File: src/rtl/lut_cfg_pkg.sv
// Shared types and sizing helpers for the LUT configuration loader.
// A load is one bitstream of TOTAL_WORDS words shifted serially into a LUT chain.
package lut_cfg_pkg;

    typedef enum logic [1:0] {
        ST_IDLE  = 2'd0,
        ST_LOAD  = 2'd1,
        ST_FLUSH = 2'd2
    } load_state_e;

    // Number of shift cycles needed to fill one LUT's truth table.
    function automatic int loading_cycles(input int ninputs, input int width);
        return (1 << ninputs) / width;
    endfunction

    function automatic int total_words(input int nluts, input int cycles_per_lut);
        return nluts * cycles_per_lut;
    endfunction

endpackage

File: src/rtl/lut_config_loader.sv
// Streams bitstream words into a daisy-chained set of LUTs, one shift per accepted word,
// with stall timeout, abort and a one-cycle done pulse after the final shift.
module lut_config_loader
    import lut_cfg_pkg::*;
#(
    parameter int LUT_NINPUTS  = 4,
    parameter int CONFIG_WIDTH = 1,
    parameter int NUM_LUTS     = 1,
    parameter int STALL_LIMIT  = 1000
) (
    input  logic                    config_clk,
    input  logic                    config_rst_n,
    input  logic                    start,
    input  logic                    abort,
    input  logic                    in_valid,
    input  logic [CONFIG_WIDTH-1:0] in_data,
    output logic                    in_ready,
    output logic [CONFIG_WIDTH-1:0] config_out,
    output logic [NUM_LUTS-1:0]     config_en,
    output logic                    busy,
    output logic                    done,
    output logic                    error
);

    localparam int LOADING_CYCLES = loading_cycles(LUT_NINPUTS, CONFIG_WIDTH);
    localparam int TOTAL_WORDS    = total_words(NUM_LUTS, LOADING_CYCLES);
    localparam int WORD_W         = $clog2(TOTAL_WORDS + 1);
    localparam int STALL_W        = $clog2(STALL_LIMIT + 1);

    localparam logic [WORD_W-1:0]  LAST_WORD  = WORD_W'(TOTAL_WORDS - 1);
    localparam logic [STALL_W-1:0] STALL_LAST = STALL_W'(STALL_LIMIT - 1);

    load_state_e              state, state_nxt;
    logic [WORD_W-1:0]        word_cnt, word_cnt_nxt;
    logic [STALL_W-1:0]       stall_cnt, stall_cnt_nxt;
    logic [CONFIG_WIDTH-1:0]  out_q, out_nxt;
    logic                     en_q, en_nxt;
    logic                     done_q, done_nxt;
    logic                     err_q, err_nxt;

    always_ff @(posedge config_clk) begin
        if (!config_rst_n) begin
            state     <= ST_IDLE;
            word_cnt  <= '0;
            stall_cnt <= '0;
            out_q     <= '0;
            en_q      <= 1'b0;
            done_q    <= 1'b0;
            err_q     <= 1'b0;
        end else begin
            state     <= state_nxt;
            word_cnt  <= word_cnt_nxt;
            stall_cnt <= stall_cnt_nxt;
            out_q     <= out_nxt;
            en_q      <= en_nxt;
            done_q    <= done_nxt;
            err_q     <= err_nxt;
        end
    end

    // Abort wins over an offered word, so a word presented alongside abort is never shifted.
    always_comb begin
        state_nxt     = state;
        word_cnt_nxt  = word_cnt;
        stall_cnt_nxt = stall_cnt;
        out_nxt       = out_q;
        en_nxt        = 1'b0;
        done_nxt      = 1'b0;
        err_nxt       = err_q;

        case (state)
            ST_IDLE: begin
                if (start) begin
                    state_nxt     = ST_LOAD;
                    word_cnt_nxt  = '0;
                    stall_cnt_nxt = '0;
                    err_nxt       = 1'b0;
                end
            end
            ST_LOAD: begin
                if (abort) begin
                    state_nxt = ST_IDLE;
                end else if (in_valid) begin
                    en_nxt        = 1'b1;
                    out_nxt       = in_data;
                    stall_cnt_nxt = '0;
                    word_cnt_nxt  = word_cnt + WORD_W'(1);
                    if (word_cnt == LAST_WORD) begin
                        state_nxt = ST_FLUSH;
                    end
                end else begin
                    stall_cnt_nxt = stall_cnt + STALL_W'(1);
                    if (stall_cnt == STALL_LAST) begin
                        err_nxt   = 1'b1;
                        state_nxt = ST_IDLE;
                    end
                end
            end
            ST_FLUSH: begin
                state_nxt = ST_IDLE;
                done_nxt  = 1'b1;
            end
            default: begin
                state_nxt = ST_IDLE;
            end
        endcase
    end

    assign in_ready   = (state == ST_LOAD) && !abort;
    assign busy       = (state != ST_IDLE);
    assign config_out = out_q;
    assign config_en  = {NUM_LUTS{en_q}};
    assign done       = done_q;
    assign error      = err_q;

endmodule

File: config.mk
export PLATFORM = sky130hd
export DESIGN_NAME = lut_config_loader
export DESIGN_NICKNAME = d
export VERILOG_FILES = /design/src/rtl/lut_cfg_pkg.sv /design/src/rtl/lut_config_loader.sv
export SDC_FILE = /design/constraint.sdc
export NUM_CORES = 1
export LEC_CHECK = 0
export ABC_AREA = 0
export CAP_MARGIN = 5
export CORE_ASPECT_RATIO = 0.8
export CORE_MARGIN = 2
export CORE_UTILIZATION = 39
export DETAILED_ROUTE_END_ITERATION = 8
export HOLD_SLACK_MARGIN = 0.12
export SLEW_MARGIN = 20
export SYNTH_ARGS = -nofsm -noshare
export SYNTH_HDL_FRONTEND = slang
export SYNTH_SLANG_ARGS = --single-unit
File: constraint.sdc
create_clock -name config_clk -period 1.6 [get_ports config_clk]
set_clock_uncertainty 0.15 [all_clocks]
set_input_delay 0.16 -clock config_clk [delete_from_list [all_inputs] [get_ports config_clk]]
set_output_delay 0.16 -clock config_clk [all_outputs]
set_load 0.02 [all_outputs]
==> results of run 1 <==
-- power breakdown --
| group | total [W] | internal [W] | switching, W |
|---|---|---|---|
| clock | 0.000258 | 0.0000973 | 0.000161 |
| sequential | 0.000537 | 0.000529 | 0.00000798 |
| combinational | 0.000142 | 0.0000700 | 0.0000719 |
| total | 0.000937 | 0.000696 | 0.000241 |
-- stage by stage --
stage | utilization [%] | hold slack [ns] | instances | setup slack, ns
2_1_floorplan | - | 0.154 | 114 | -0.0693
3_3_place_gp | 55.4 | 0.309 | 185 | -0.342
3_5_place_dp | 55.4 | 0.307 | 185 | -0.323
4_1_cts | 57.5 | 0.329 | 189 | -0.0171
5_1_grt | 58.9 | 0.336 | 191 | -0.0607
6_report | 58.9 | 0.336 | 191 | -0.0173
-- cell type report --
class / count / area, sq um
multi-input cells: 88 / 631
fillers: 221 / 1030
repair buffers: 41 / 333
flip-flops and latches: 21 / 435
clock buffers: 4 / 26.3
inverters: 1 / 3.75
well taps: 36 / 45.0
-- placed cells by master, fill, tap and decap left out, types with 3 or more instances in the layout --
cell	n
buf_4	30
nor2_1	13
dfxtp_1	11
dfxtp_2	9
nand3_1	6
clkdlybuf4s50_1	6
a21oi_1	5
nand2_1	5
xnor2_1	5
nor3_1	4
nor2b_1	4
nand4_1	3
ha_1	3
clkbuf_4	3
dlymetal6s2s_1	3
-- per-layer routing --
metal,vias to the layer above,track usage (%)
met3,2,5.41
met5,-,0
li1,494,-
met4,0,5.32
met1,491,29.5
met2,21,23.6
-- worst max path at each step --
stage | end | slack [ns] | depth (start not counted)
finish | stall_cnt[9]$_SDFFE_PN0P_ | -0.02 | 4
global route | stall_cnt[9]$_SDFFE_PN0P_ | -0.06 | 4
CTS | stall_cnt[9]$_SDFFE_PN0P_ | -0.02 | 4
detailed placement | stall_cnt[9]$_SDFFE_PN0P_ | -0.32 | 5
global placement | stall_cnt[8]$_SDFFE_PN0P_ | -0.34 | 6
floorplan | stall_cnt[9]$_SDFFE_PN0P_ | -0.07 | 6
-- cells by family (layout without fill, tap and decap cells) --
kind of cell	count (synthesis)	in the layout	synth area share [%]
xor gates and xnor gates	7	7	5.83
adders and majority gates	3	3	3.57
buffers and inverters	5	46	3.21
AOI/OAI and AO/OA	22	22	16.2
muxes	3	3	2.98
DFF	21	21	40.0
and+or+nand+nor	53	53	28.2
-- sequential cells by signal, indices dropped and copies added (netlist names) --
signal	cells
state	2
word_cnt	5
config_en	1
error	1
stall_cnt	10
done	1
config_out	1
-- repair_timing --
item,in CTS,in global routing
gates resized for setup,13,17
buffers inserted,0,2
cloned,0,0
pin swaps,1,4
setup endpoints to repair,12,13
==> impl_metrics.toml, run 1 <==
[pwr]
ir_drop_v = 0.000491
total_power_w = 0.000937
power.leakage_nw = 0.597
power.density_nw_per_um2 = 636

[floorplanning]
chipHeight_um = 50.4
start_util_pct = 42.0
pin_count = 12
num_rows = 16
die_x_um = 62.0
coreArea_sq_um = 2500
dieArea_sq_um = 3130

[critical_path]
required_ns = 1.70
path_class = "reg2reg"
startpoint_type = "flip-flop"
path_buf_inv = 0
critPathSlowestCell = "dfxtp_4"
cp_cell_sequence = "nand2b_2, a2111oi_4, or3b_1, a21oi_1"
r2r_setup_slack_ns = -0.02
worstReg2RegStart = "state[0]$_SDFFE_PN0P_"
max_stage_delay_ns = 0.41
r2r-end = "stall_cnt[9]$_SDFFE_PN0P_"
crit_start = "state[0]$_SDFFE_PN0P_"
critPathArrivalTime_ns = 1.71
crit_family = "compound AO/OA/AOI/OAI gates"
crit_path_max_fanout = 7
end_kind = "flip-flop"
ff2ff_path_depth = 4

[logic_synthesis]
ys_ff_latch = 21
synthCells = 114
synthTopCellsByCount = "dfxtp_1, nor2_1, nand3_1"
ys_types = 42
synthArstFlopShare_pct = 0
synth_edf_count = 0
syn_nets = 123
yosysWarnings = 0
synth_top_area_share_pct = 40.0
synth.area.top_cells = "dfxtp_1, nor2_1, xnor2_1, ha_1, nand3_1"
yosysMostFrequentCell = "dfxtp_1"
yosysSeqAreaShare_pct = 40.0
synth_flop_cell = "dfxtp_1"
netlist_area_sq_um = 1050
avgSynthCellArea_sq_um = 9.22
synth_top_area_cell = "dfxtp_1"

[detailed_routing]
firstDrtPassIters = 4
wire_per_inst_um = 14.0
drtIter0Drc = 21
ant_nets = 0
drt_wl_total_um = 2670
wl_met1_um = 1420
via_per_inst = 5.28
wl_met3_um = 101
vias = 1008
met2_length_um = 1130
drc = 0
top_layer = "met4"

[timing]
setup_slack_ns = -0.0173
hold_viol = 0
relSlewSlack_pct = 77.8
post-route-period-util_pct = 101
setup_tns_ns = -0.0173
worst_slew_pin_slew_ns = 0.333
rsz0062_at_grt = "yes"
fmax_mhz = 618
setup_viol = 1
slew_violations = 0
period_minus_slack_ns = 1.62

[grt]
grt_max_degree = 12
grt_pass1_vias = 885
overflow = 0
grt_pass1_wl_um = 4270
grt_antenna_before_repair = 0
grt_use_total_pct = 18.6

[placed_design]
dpl_cell_area_sq_um = 1390
place_hpwl_um = 1930
port_buffers = 11
gp_congestion = 0.836

[flow_run]
maxCapViolations = 0

[cts]
cts_buffers = 3
hold_buffers = 0
clkLatencyLatePin_ns = 0.30
path_clk_slew_ns = 0.11
cts_htree_levels = 1
clock-root-buffer = "clkbuf_4"
clockBufferDepth = 2
cts_tree = "built"
clkSinkCount = 21

[worst_hold_path]
hold_path.class = "reg2reg"
hold_depth = 1
min_from = "state[0]$_SDFFE_PN0P_"
holdPathEnd = "done$_SDFF_PN0_"

[final_layout]
area_growth_pct = 40.2
drive_above_1_share_pct = 36.1
num-nets-final = 165
fin_area_sq_um = 1470
diodes = 0

[run_status]
failed_checks = "negative setup slack"
status = "finished with violations"
(Power assumes the default switching activity.)
==> run 2: changes to the inputs <==
SLEW_MARGIN = default   (was 20)
==> results of run 2 <==
No change in the layout: final DEF, timing and power equal those of run 1.
==> variant: new RTL, settings of run 2 <==
Register the output `error` once more, with the module's reset; this adds one clock of latency there. The other outputs are not delayed to match.
--- a/src/rtl/lut_config_loader.sv
+++ b/src/rtl/lut_config_loader.sv
@@ -111,7 +111,13 @@
     assign config_out = out_q;
     assign config_en  = {NUM_LUTS{en_q}};
     assign done       = done_q;
-    assign error      = err_q;
+    always_ff @(posedge config_clk) begin
+        if (!config_rst_n) begin
+            error <= '0;
+        end else begin
+            error <= err_q;
+        end
+    end
 
 endmodule
 
Formal check against the unedited RTL: same outputs for any inputs over 10 cycles, from zero or initial values and one cycle with config_rst_n low; that may be too few to reach the edited logic, so the function may still have changed.
==> variant against run 2 <==
The flow still finishes with violations (negative setup slack). Die area down 2.6%. Setup slack improved by 0.017 ns. Sequential share of layout area up 2.4 points. Final area is 4.6% lower. Synthesized area is 2.9% lower. Total power increased by 0.84%. Clock power fell by 5%. Sequential cell count grew 1. Wire length down 16%. Cell count is 5.8% lower. Via count shrank 8.9%.
==> variant: results (changes against run 2) <==
Synth Area in Compound Gates=13.8% (was 16.2%); dpl hpwl=1600 um (was 1930 um); top cells by area, synth=dfxtp_1 (43%), o21ai_0 (3.9%), ha_1 (3.7%) (was dfxtp_1 (40%), nor2_1 (5.0%), xnor2_1 (4.2%)); Leak=0.000554 uW (was 0.000597 uW); final wirelength=2240 um (was 2670 um); Area after DPL=1310 um2 (was 1390 um2); seq pwr=565 uW (was 537 uW); GRT Overall Usage=17.2% (was 18.6%); global-route wire length before repair=3950 um (was 4270 um); nets=155 (was 165); largest family of logic cells by synthesized area=simple AND/OR/NAND/NOR gates (unchanged); post_cts resized=8 (was 13); crit path max fanout=4 (was 7); register area share after synthesis=43.1% (was 40.0%); Place WS=-0.320 ns (was -0.323 ns); HP Class=primary input to flop (was flop to flop); Max VDD drop=0.000557 V (was 0.000491 V); Yosys cell types=36 (was 42); final setup vio count=1 (unchanged); Inst Count DP=177 (was 185); Syn Nets=122 (was 123); final setup margin=-0.000350 ns (was -0.0173 ns); top cells by count, synth=dfxtp_1 (22), nor2_1 (10), o21ai_0 (8) (was dfxtp_1 (21), nor2_1 (14), nand3_1 (7)); status=complete, but fails checks (unchanged); Slew Limit Headroom=79.2% (was 77.8%); sw frac=24.5% (was 25.7%); DRT Pass-1 Iters=6 (was 4); Cells after Synth=113 (was 114); share of layout cells above drive strength 1=29.2% (was 36.1%); GPL Wtd Cong=0.858 (was 0.836); vias in the first global route=880 (was 885); failing checks=negative setup slack (unchanged); post-synthesis mux area share=3.06% (was 2.98%); Synth Area in Adders=3.68% (was 3.57%)
variant: layer usage:
layer	vias to the layer above	wire length, um	GRT usage [%]
met5	-	0	0
met4	0	13	3.26
met3	2	114	5.51
met2	18	946	25.4
met1	424	1160	24.7
li1	474	-	-
variant: critical path, stage by stage, from the launching register on:
cell	delay, ns
dfxtp_2	0.35
nand2b_4	0.15
or4b_1	0.44
or3_1	0.33
a21oi_2	0.12
variant: final timing paths:
| path | startpoint | to | slack, ns | cells past startpoint |
|---|---|---|---|---|
| setup / recovery | state[1] | stall_cnt[6] | -0.0004 | 4 |
| hold / removal | in_data | config_out | 0.32 | 3 |
| hold reg to reg | err_q | err_q | 0.32 | 2 |
| setup reg to reg | state[1] | stall_cnt[6] | -0.0004 | 4 |
variant: final cells by class:
cell class	instances	area, um2
clock buffers	3	22.5
fillers	227	1060
inverters	2	7.51
multi-input cells	87	621
flip-flops and latches	22	449
well taps	36	45.0
repair buffers	30	262
